<file path="src/rtl/agc_timing_pkg.sv">
`default_nettype none
`timescale 1ns/1ps
// ============================================================================
// Module      : agc_timing_pkg
// Description : Shared constants, timepulse state type and one-hot decode for
//               the AGC monitor timing front end.
// Revision    : 1.0 - initial release
// ============================================================================
package agc_timing_pkg;

    // Timepulses per memory cycle time (MT01..MT12)
    localparam int NUM_TP      = 12;
    // Flop depth used to bring asynchronous inputs onto SIM_CLK
    localparam int SYNC_STAGES = 2;

    // Timepulse state: 0 is idle (all MT low), 1..NUM_TP select MTn
    typedef logic [3:0] tp_state_t;

    localparam tp_state_t c_TP_IDLE  = 4'd0;
    localparam tp_state_t c_TP_FIRST = 4'd1;

    // Bit n-1 is set when the state equals n; idle decodes to all zero
    function automatic logic [NUM_TP-1:0] tp_onehot(input tp_state_t state);
        logic [NUM_TP-1:0] v;
        v = '0;
        for (int i = 0; i < NUM_TP; i++) begin
            v[i] = (state == tp_state_t'(i + 1));
        end
        return v;
    endfunction

endpackage
`default_nettype wire

</file>
<file path="src/rtl/agc_sync_edge.sv">
`default_nettype none
`timescale 1ns/1ps
// ============================================================================
// Module      : agc_sync_edge
// Description : Multi-flop synchronizer for one asynchronous input followed
//               by a registered rising-edge detector (one-cycle strobe).
// Revision    : 1.0 - initial release
// ============================================================================
module agc_sync_edge
    import agc_timing_pkg::*;
#(
    parameter int STAGES = SYNC_STAGES
) (
    input  logic clk,
    input  logic rst,
    input  logic i_async,
    output logic o_sync,
    output logic o_rise
);

    logic [STAGES-1:0] r_sync;
    logic              r_prev;
    logic              r_rise;

    // Shift the raw input through the synchronizer chain
    always_ff @(posedge clk or posedge rst) begin
        if (rst) begin
            r_sync <= '0;
        end else begin
            r_sync[0] <= i_async;
            for (int i = 1; i < STAGES; i++) begin
                r_sync[i] <= r_sync[i-1];
            end
        end
    end

    assign o_sync = r_sync[STAGES-1];

    // Registered edge strobe: one cycle high after the synchronized 0->1
    always_ff @(posedge clk or posedge rst) begin
        if (rst) begin
            r_prev <= 1'b0;
            r_rise <= 1'b0;
        end else begin
            r_prev <= o_sync;
            r_rise <= o_sync & ~r_prev;
        end
    end

    assign o_rise = r_rise;

endmodule
`default_nettype wire

</file>
<file path="src/rtl/agc_timepulse_monitor.sv">
`default_nettype none
`timescale 1ns/1ps
// ============================================================================
// Module      : agc_timepulse_monitor
// Description : Divides the sampled 2.048 MHz CLOCK into the one-hot monitor
//               timepulses MT01..MT12 and generates the monitor GOJAM that a
//               MSTRT edge releases at the start of the next MT01.
// Revision    : 1.0 - initial release
// ============================================================================
module agc_timepulse_monitor #(
    parameter int NUM_TP      = agc_timing_pkg::NUM_TP,
    parameter int SYNC_STAGES = agc_timing_pkg::SYNC_STAGES
) (
    input  logic SIM_CLK,
    input  logic SIM_RST,
    input  logic CLOCK,
    input  logic MSTRT,
    input  logic MSTP,
    input  logic STRT2,
    output logic MGOJAM,
    output logic MT01,
    output logic MT02,
    output logic MT03,
    output logic MT04,
    output logic MT05,
    output logic MT06,
    output logic MT07,
    output logic MT08,
    output logic MT09,
    output logic MT10,
    output logic MT11,
    output logic MT12
);
    import agc_timing_pkg::*;

    localparam tp_state_t c_TP_FINAL = tp_state_t'(NUM_TP);

    logic              w_clk_rise;
    logic              w_mstrt_rise;
    logic              w_mstp_sync;
    logic              w_strt2_sync;
    logic              w_clk_sync_unused;
    logic              w_mstrt_sync_unused;
    logic              w_mstp_rise_unused;
    logic              w_strt2_rise_unused;

    logic              r_presc;
    logic              w_tp_adv;
    tp_state_t         r_state;
    tp_state_t         w_state_next;
    logic [NUM_TP-1:0] r_mt;
    logic              r_gojam;
    logic              r_start_req;
    logic              w_release;

    agc_sync_edge #(.STAGES(SYNC_STAGES)) u_sync_clock (
        .clk     (SIM_CLK),
        .rst     (SIM_RST),
        .i_async (CLOCK),
        .o_sync  (w_clk_sync_unused),
        .o_rise  (w_clk_rise)
    );

    agc_sync_edge #(.STAGES(SYNC_STAGES)) u_sync_mstrt (
        .clk     (SIM_CLK),
        .rst     (SIM_RST),
        .i_async (MSTRT),
        .o_sync  (w_mstrt_sync_unused),
        .o_rise  (w_mstrt_rise)
    );

    agc_sync_edge #(.STAGES(SYNC_STAGES)) u_sync_mstp (
        .clk     (SIM_CLK),
        .rst     (SIM_RST),
        .i_async (MSTP),
        .o_sync  (w_mstp_sync),
        .o_rise  (w_mstp_rise_unused)
    );

    agc_sync_edge #(.STAGES(SYNC_STAGES)) u_sync_strt2 (
        .clk     (SIM_CLK),
        .rst     (SIM_RST),
        .i_async (STRT2),
        .o_sync  (w_strt2_sync),
        .o_rise  (w_strt2_rise_unused)
    );

    // Advance on every second CLOCK rise, when the prescaler wraps 1->0
    assign w_tp_adv = w_clk_rise & r_presc;

    // Divide-by-two prescaler on the CLOCK rise strobe
    always_ff @(posedge SIM_CLK or posedge SIM_RST) begin
        if (SIM_RST) begin
            r_presc <= 1'b0;
        end else if (w_clk_rise) begin
            r_presc <= ~r_presc;
        end
    end

    // Timepulse next state: idle and the last pulse both go to T01 unless MSTP holds
    always_comb begin
        w_state_next = r_state;
        if (w_tp_adv) begin
            if ((r_state == c_TP_IDLE) || (r_state == c_TP_FINAL)) begin
                w_state_next = w_mstp_sync ? c_TP_IDLE : c_TP_FIRST;
            end else begin
                w_state_next = r_state + 4'd1;
            end
        end
    end

    // State register and registered one-hot outputs updated on the same edge
    always_ff @(posedge SIM_CLK or posedge SIM_RST) begin
        if (SIM_RST) begin
            r_state <= c_TP_IDLE;
            r_mt    <= '0;
        end else begin
            r_state <= w_state_next;
            r_mt    <= tp_onehot(w_state_next);
        end
    end

    // A pending start is honoured only at the advance that enters T01
    assign w_release = w_tp_adv && (w_state_next == c_TP_FIRST) && r_start_req;

    // GOJAM: STRT2 forces it and drops any request, otherwise a request releases it at T01
    always_ff @(posedge SIM_CLK or posedge SIM_RST) begin
        if (SIM_RST) begin
            r_gojam     <= 1'b1;
            r_start_req <= 1'b0;
        end else if (w_strt2_sync) begin
            r_gojam     <= 1'b1;
            r_start_req <= 1'b0;
        end else if (w_release) begin
            r_gojam     <= 1'b0;
            r_start_req <= 1'b0;
        end else if (w_mstrt_rise) begin
            r_start_req <= 1'b1;
        end
    end

    assign MGOJAM = r_gojam;
    assign MT01   = r_mt[0];
    assign MT02   = r_mt[1];
    assign MT03   = r_mt[2];
    assign MT04   = r_mt[3];
    assign MT05   = r_mt[4];
    assign MT06   = r_mt[5];
    assign MT07   = r_mt[6];
    assign MT08   = r_mt[7];
    assign MT09   = r_mt[8];
    assign MT10   = r_mt[9];
    assign MT11   = r_mt[10];
    assign MT12   = r_mt[11];

endmodule
`default_nettype wire

</file>
<file path="config.mk">
export PLATFORM = sky130hd
export DESIGN_NAME = agc_timepulse_monitor
export DESIGN_NICKNAME = d
export VERILOG_FILES = /design/src/rtl/agc_timing_pkg.sv /design/src/rtl/agc_sync_edge.sv /design/src/rtl/agc_timepulse_monitor.sv
export SDC_FILE = /design/constraint.sdc
export NUM_CORES = 1
export LEC_CHECK = 0
export ABC_AREA = 1
export CORE_ASPECT_RATIO = 0.6
export CORE_MARGIN = 3
export CORE_UTILIZATION = 50
export DETAILED_ROUTE_END_ITERATION = 8
export MAX_ROUTING_LAYER = met4
export PLACE_DENSITY = 0.76
export SYNTH_ARGS = -nofsm -noshare
export SYNTH_HDL_FRONTEND = slang
export SYNTH_SLANG_ARGS = --single-unit
</file>
<file path="constraint.sdc">
create_clock -name SIM_CLK -period 1.6 [get_ports SIM_CLK]
set_input_delay 0.32 -clock SIM_CLK [delete_from_list [all_inputs] [get_ports SIM_CLK]]
set_output_delay 0.32 -clock SIM_CLK [all_outputs]
set_load 0.005 [all_outputs]
</file>
==> results.md <==
- First-pass GRT wire length: 3.684 mm
- CP startpoint: r_state[0]
- Skew final: 0.007778 ns
- Final period util: 0.9541
- Layout net count: 138
- Layout cells sized above 1: 0.2290
- Die Height: 42.31 µm
- Worst hold path class: flip-flop to flip-flop
- Combinational share of power: 0.318
- CTS tree: yes
- GR peak layer: met2
- Routability cong.: 0.8946
- CTS Buf Count: 5
- CP bufs+invs: 2
- GRT Total Usage: 0.1899
- Pint: 1.749 mW
- Final setup fails: 0
- Met3 usage: 0.1019
- Syn Std Cell Area: 0.001099 mm²
- Core area: 0.001967 mm²
- Worst hold path depth: 0
- Setup TNS Final: 0 ns
- CTS Root Cell: clkbuf_8
- Ant. Diodes: 0
- Average vias per placed instance: 4.836
- Final Slew Violations: 0
- WP depth: 11
- Routed Antenna Nets: 0
- Met1 usage: 0.2380
- H-tree Lvls: 2
- Final core utilization: 0.7710
- Yosys warnings: 0
- Netlist cell types: 15
- First-pass iteration count of the detailed router: 4
- Reg-to-reg critical path startpoint: r_state[0]
- DRT iter0 DRCs: 40
- Clk pwr share: 0.291
- Slowest cell on the critical path: dfrtp_1
- Largest net degree at the start of global routing: 32
- Largest stage delay, worst path: 0.41 ns
- Worst reg2reg path depth: 11
- Routed wire length per instance: 14.82 µm
- Critical path type: flip-flop to flip-flop
- Remaining DRCs: 0
- Most frequent cells in the layout: dfrtp_1, nor2_1, clkdlybuf4s50_1
- Arrival @ worst endpoint: 1.70 ns
- Sequential share of power: 0.390
- R2R Setup Slk: 0.07 ns
- Critical Path RT: 1.77 ns
- Setup crit end: r_start_req
- Reg clk slew, reported paths: 0.07 ns
- Detail Placement HPWL: 1.432 mm
- Register area share after synthesis: 0.7073
- Status: finished clean
- Worst Max-Slew Pin Slew: 0.2914 ns
- Crit-path max FO: 4
- Most common cell after layout, fill and taps aside: dfrtp_1
- Peak Freq: 655.1 MHz
- Crit-path leading delay family: simple AND/OR/NAND/NOR gates
- Final WL: 2.357 mm
- Clk sinks: 31
- Worst path cell trace: inv_2, ha_2, nand3_2, nand2_2, nand2_1, nand2_1, nand2_2, nand2_2, nand4_4, nand2_1, inv_1
- Slew Limit Headroom: 0.8057
- Syn Nets: 109
- Average size of a mapped cell: 10.88 µm²
- M2 GR Usage: 0.2525
- Area added between synthesis and finish: 38.04%
- # IOs: 19
- # port buffers: 18
- Vias in the first global route: 783
- Starting density of the core: 0.5585
- Sw Pwr: 856.8 µW
- Sw frac: 0.3289
- Row cnt: 12
- Clock Tree Buf Depth: 2
- Hold violation count in the final report: 0
- Maxcap violations: 0
- Via count: 769
- RSZ-0062 raised after global routing: true
- Later-pin clock latency in the skew report: 0.28 ns
- Minimum clock period: 1.527 ns
- FF+latch count, synth: 31
- Reg2reg end: r_start_req
- Critical Path Sink Type: flip-flop
- Startpoint types: flip-flop
- Die Wd: 66.52 µm
- Pwr per Cell Area: 1718 mW/mm²
- Synthesized instance count: 101
- Leak: 0.7469 nW
- VDD IR max: 0.001014 V
- Grt ovf: 0
- Antenna violations before repair: 0
- Full die area: 0.002814 mm²
==> layer usage <==
| metal | vias up | wire [µm] |
|---|---|---|
| met5 | - | 0 |
| met3 | 4 | 119 |
| met4 | 0 | 32 |
| met2 | 25 | 1134 |
| li1 | 361 | - |
| met1 | 379 | 1069 |
==> power groups by stage <==
stage | clock network (mW) | registers, mW | logic, mW
3_5_place_dp | 0 | 1.02 | 0.652
2_1_floorplan | 0 | 1.01 | 0.372
3_3_place_gp | 0 | 1.01 | 0.623
6_report | 0.758 | 1.02 | 0.830
5_1_grt | 0.819 | 1.03 | 0.912
4_1_cts | 0.770 | 1.01 | 0.665
==> cells by family after synthesis <==
group / Yosys count / synth area share
and+or+nand+nor: 52 / 0.2107
buffers and inverters: 14 / 0.04784
adders and majority gates: 2 / 0.02278
AOI/OAI and AO/OA: 2 / 0.01139
DFF: 31 / 0.7073
==> flip-flops by register name, summed over array words and instances (netlist names) <==
register and count:
u_sync_mstrt.r_prev 1, u_sync_clock.o_rise 1, r_state 4, MGOJAM 1, u_sync_mstp.r_sync 2, u_sync_mstrt.r_sync 2
u_sync_clock.r_prev 1, r_presc 1, u_sync_clock.r_sync 2, u_sync_strt2.r_sync 2, u_sync_mstrt.o_rise 1, r_mt 12
r_start_req 1
==> final cells by class <==
type | count | area (µm²)
fill | 122 | 450.4
multi-input combinational | 56 | 317.8
clock inverter | 3 | 43.79
sequential | 31 | 777.0
clock buffer | 5 | 68.82
inverter | 14 | 52.55
tap | 28 | 35.03
timing repair buffer | 22 | 221.5
==> stage by stage <==
stage	total power [mW]	cells	area, µm²	hold slack (ns)	setup WS (ns)
after floorplan	1.381	101	1099	0.3312	0.2390
after global placement	1.633	148	1334	0.3312	0.08971
after detailed placement	1.670	148	1334	0.3362	0.06131
after CTS	2.442	156	1445	0.3509	0.005626
after global routing	2.763	159	1516	0.3550	-0.02452
final	2.605	159	1516	0.3494	0.07340
==> worst min path at each step <==
stage | startpoint | end
global placement | u_sync_clock.r_sync[0] | u_sync_clock.r_sync[1]
finish | u_sync_strt2.r_sync[0] | u_sync_strt2.r_sync[1]
detailed placement | u_sync_strt2.r_sync[0] | u_sync_strt2.r_sync[1]
global route | u_sync_strt2.r_sync[0] | u_sync_strt2.r_sync[1]
CTS | u_sync_strt2.r_sync[0] | u_sync_strt2.r_sync[1]
floorplan | u_sync_clock.r_sync[0] | u_sync_clock.r_sync[1]
==> cell usage after synthesis <==
master,number,area share
dfrtp_1,30,0.68
nor2_1,20,0.068
nand2_1,19,0.065
inv_1,12,0.041
nand3_1,5,0.023
nand2_2,4,0.023
ha_1,2,0.023
inv_2,2,0.0068
dfstp_2,1,0.024
nand3_2,1,0.0091
nand3b_1,1,0.0068
nand4_2,1,0.011
nor3_1,1,0.0046
o21ai_1,1,0.0046
o21bai_1,1,0.0068
==> what timing repair did <==
item	CTS	global route
setup buffers	0	3
resized for setup	1	13
hold endpoints to repair	0	0
endpoints found under the setup margin	1	13
pin swaps	0	6
hold buffers	0	0
Note: power is estimated with default switching activity, not from simulation.
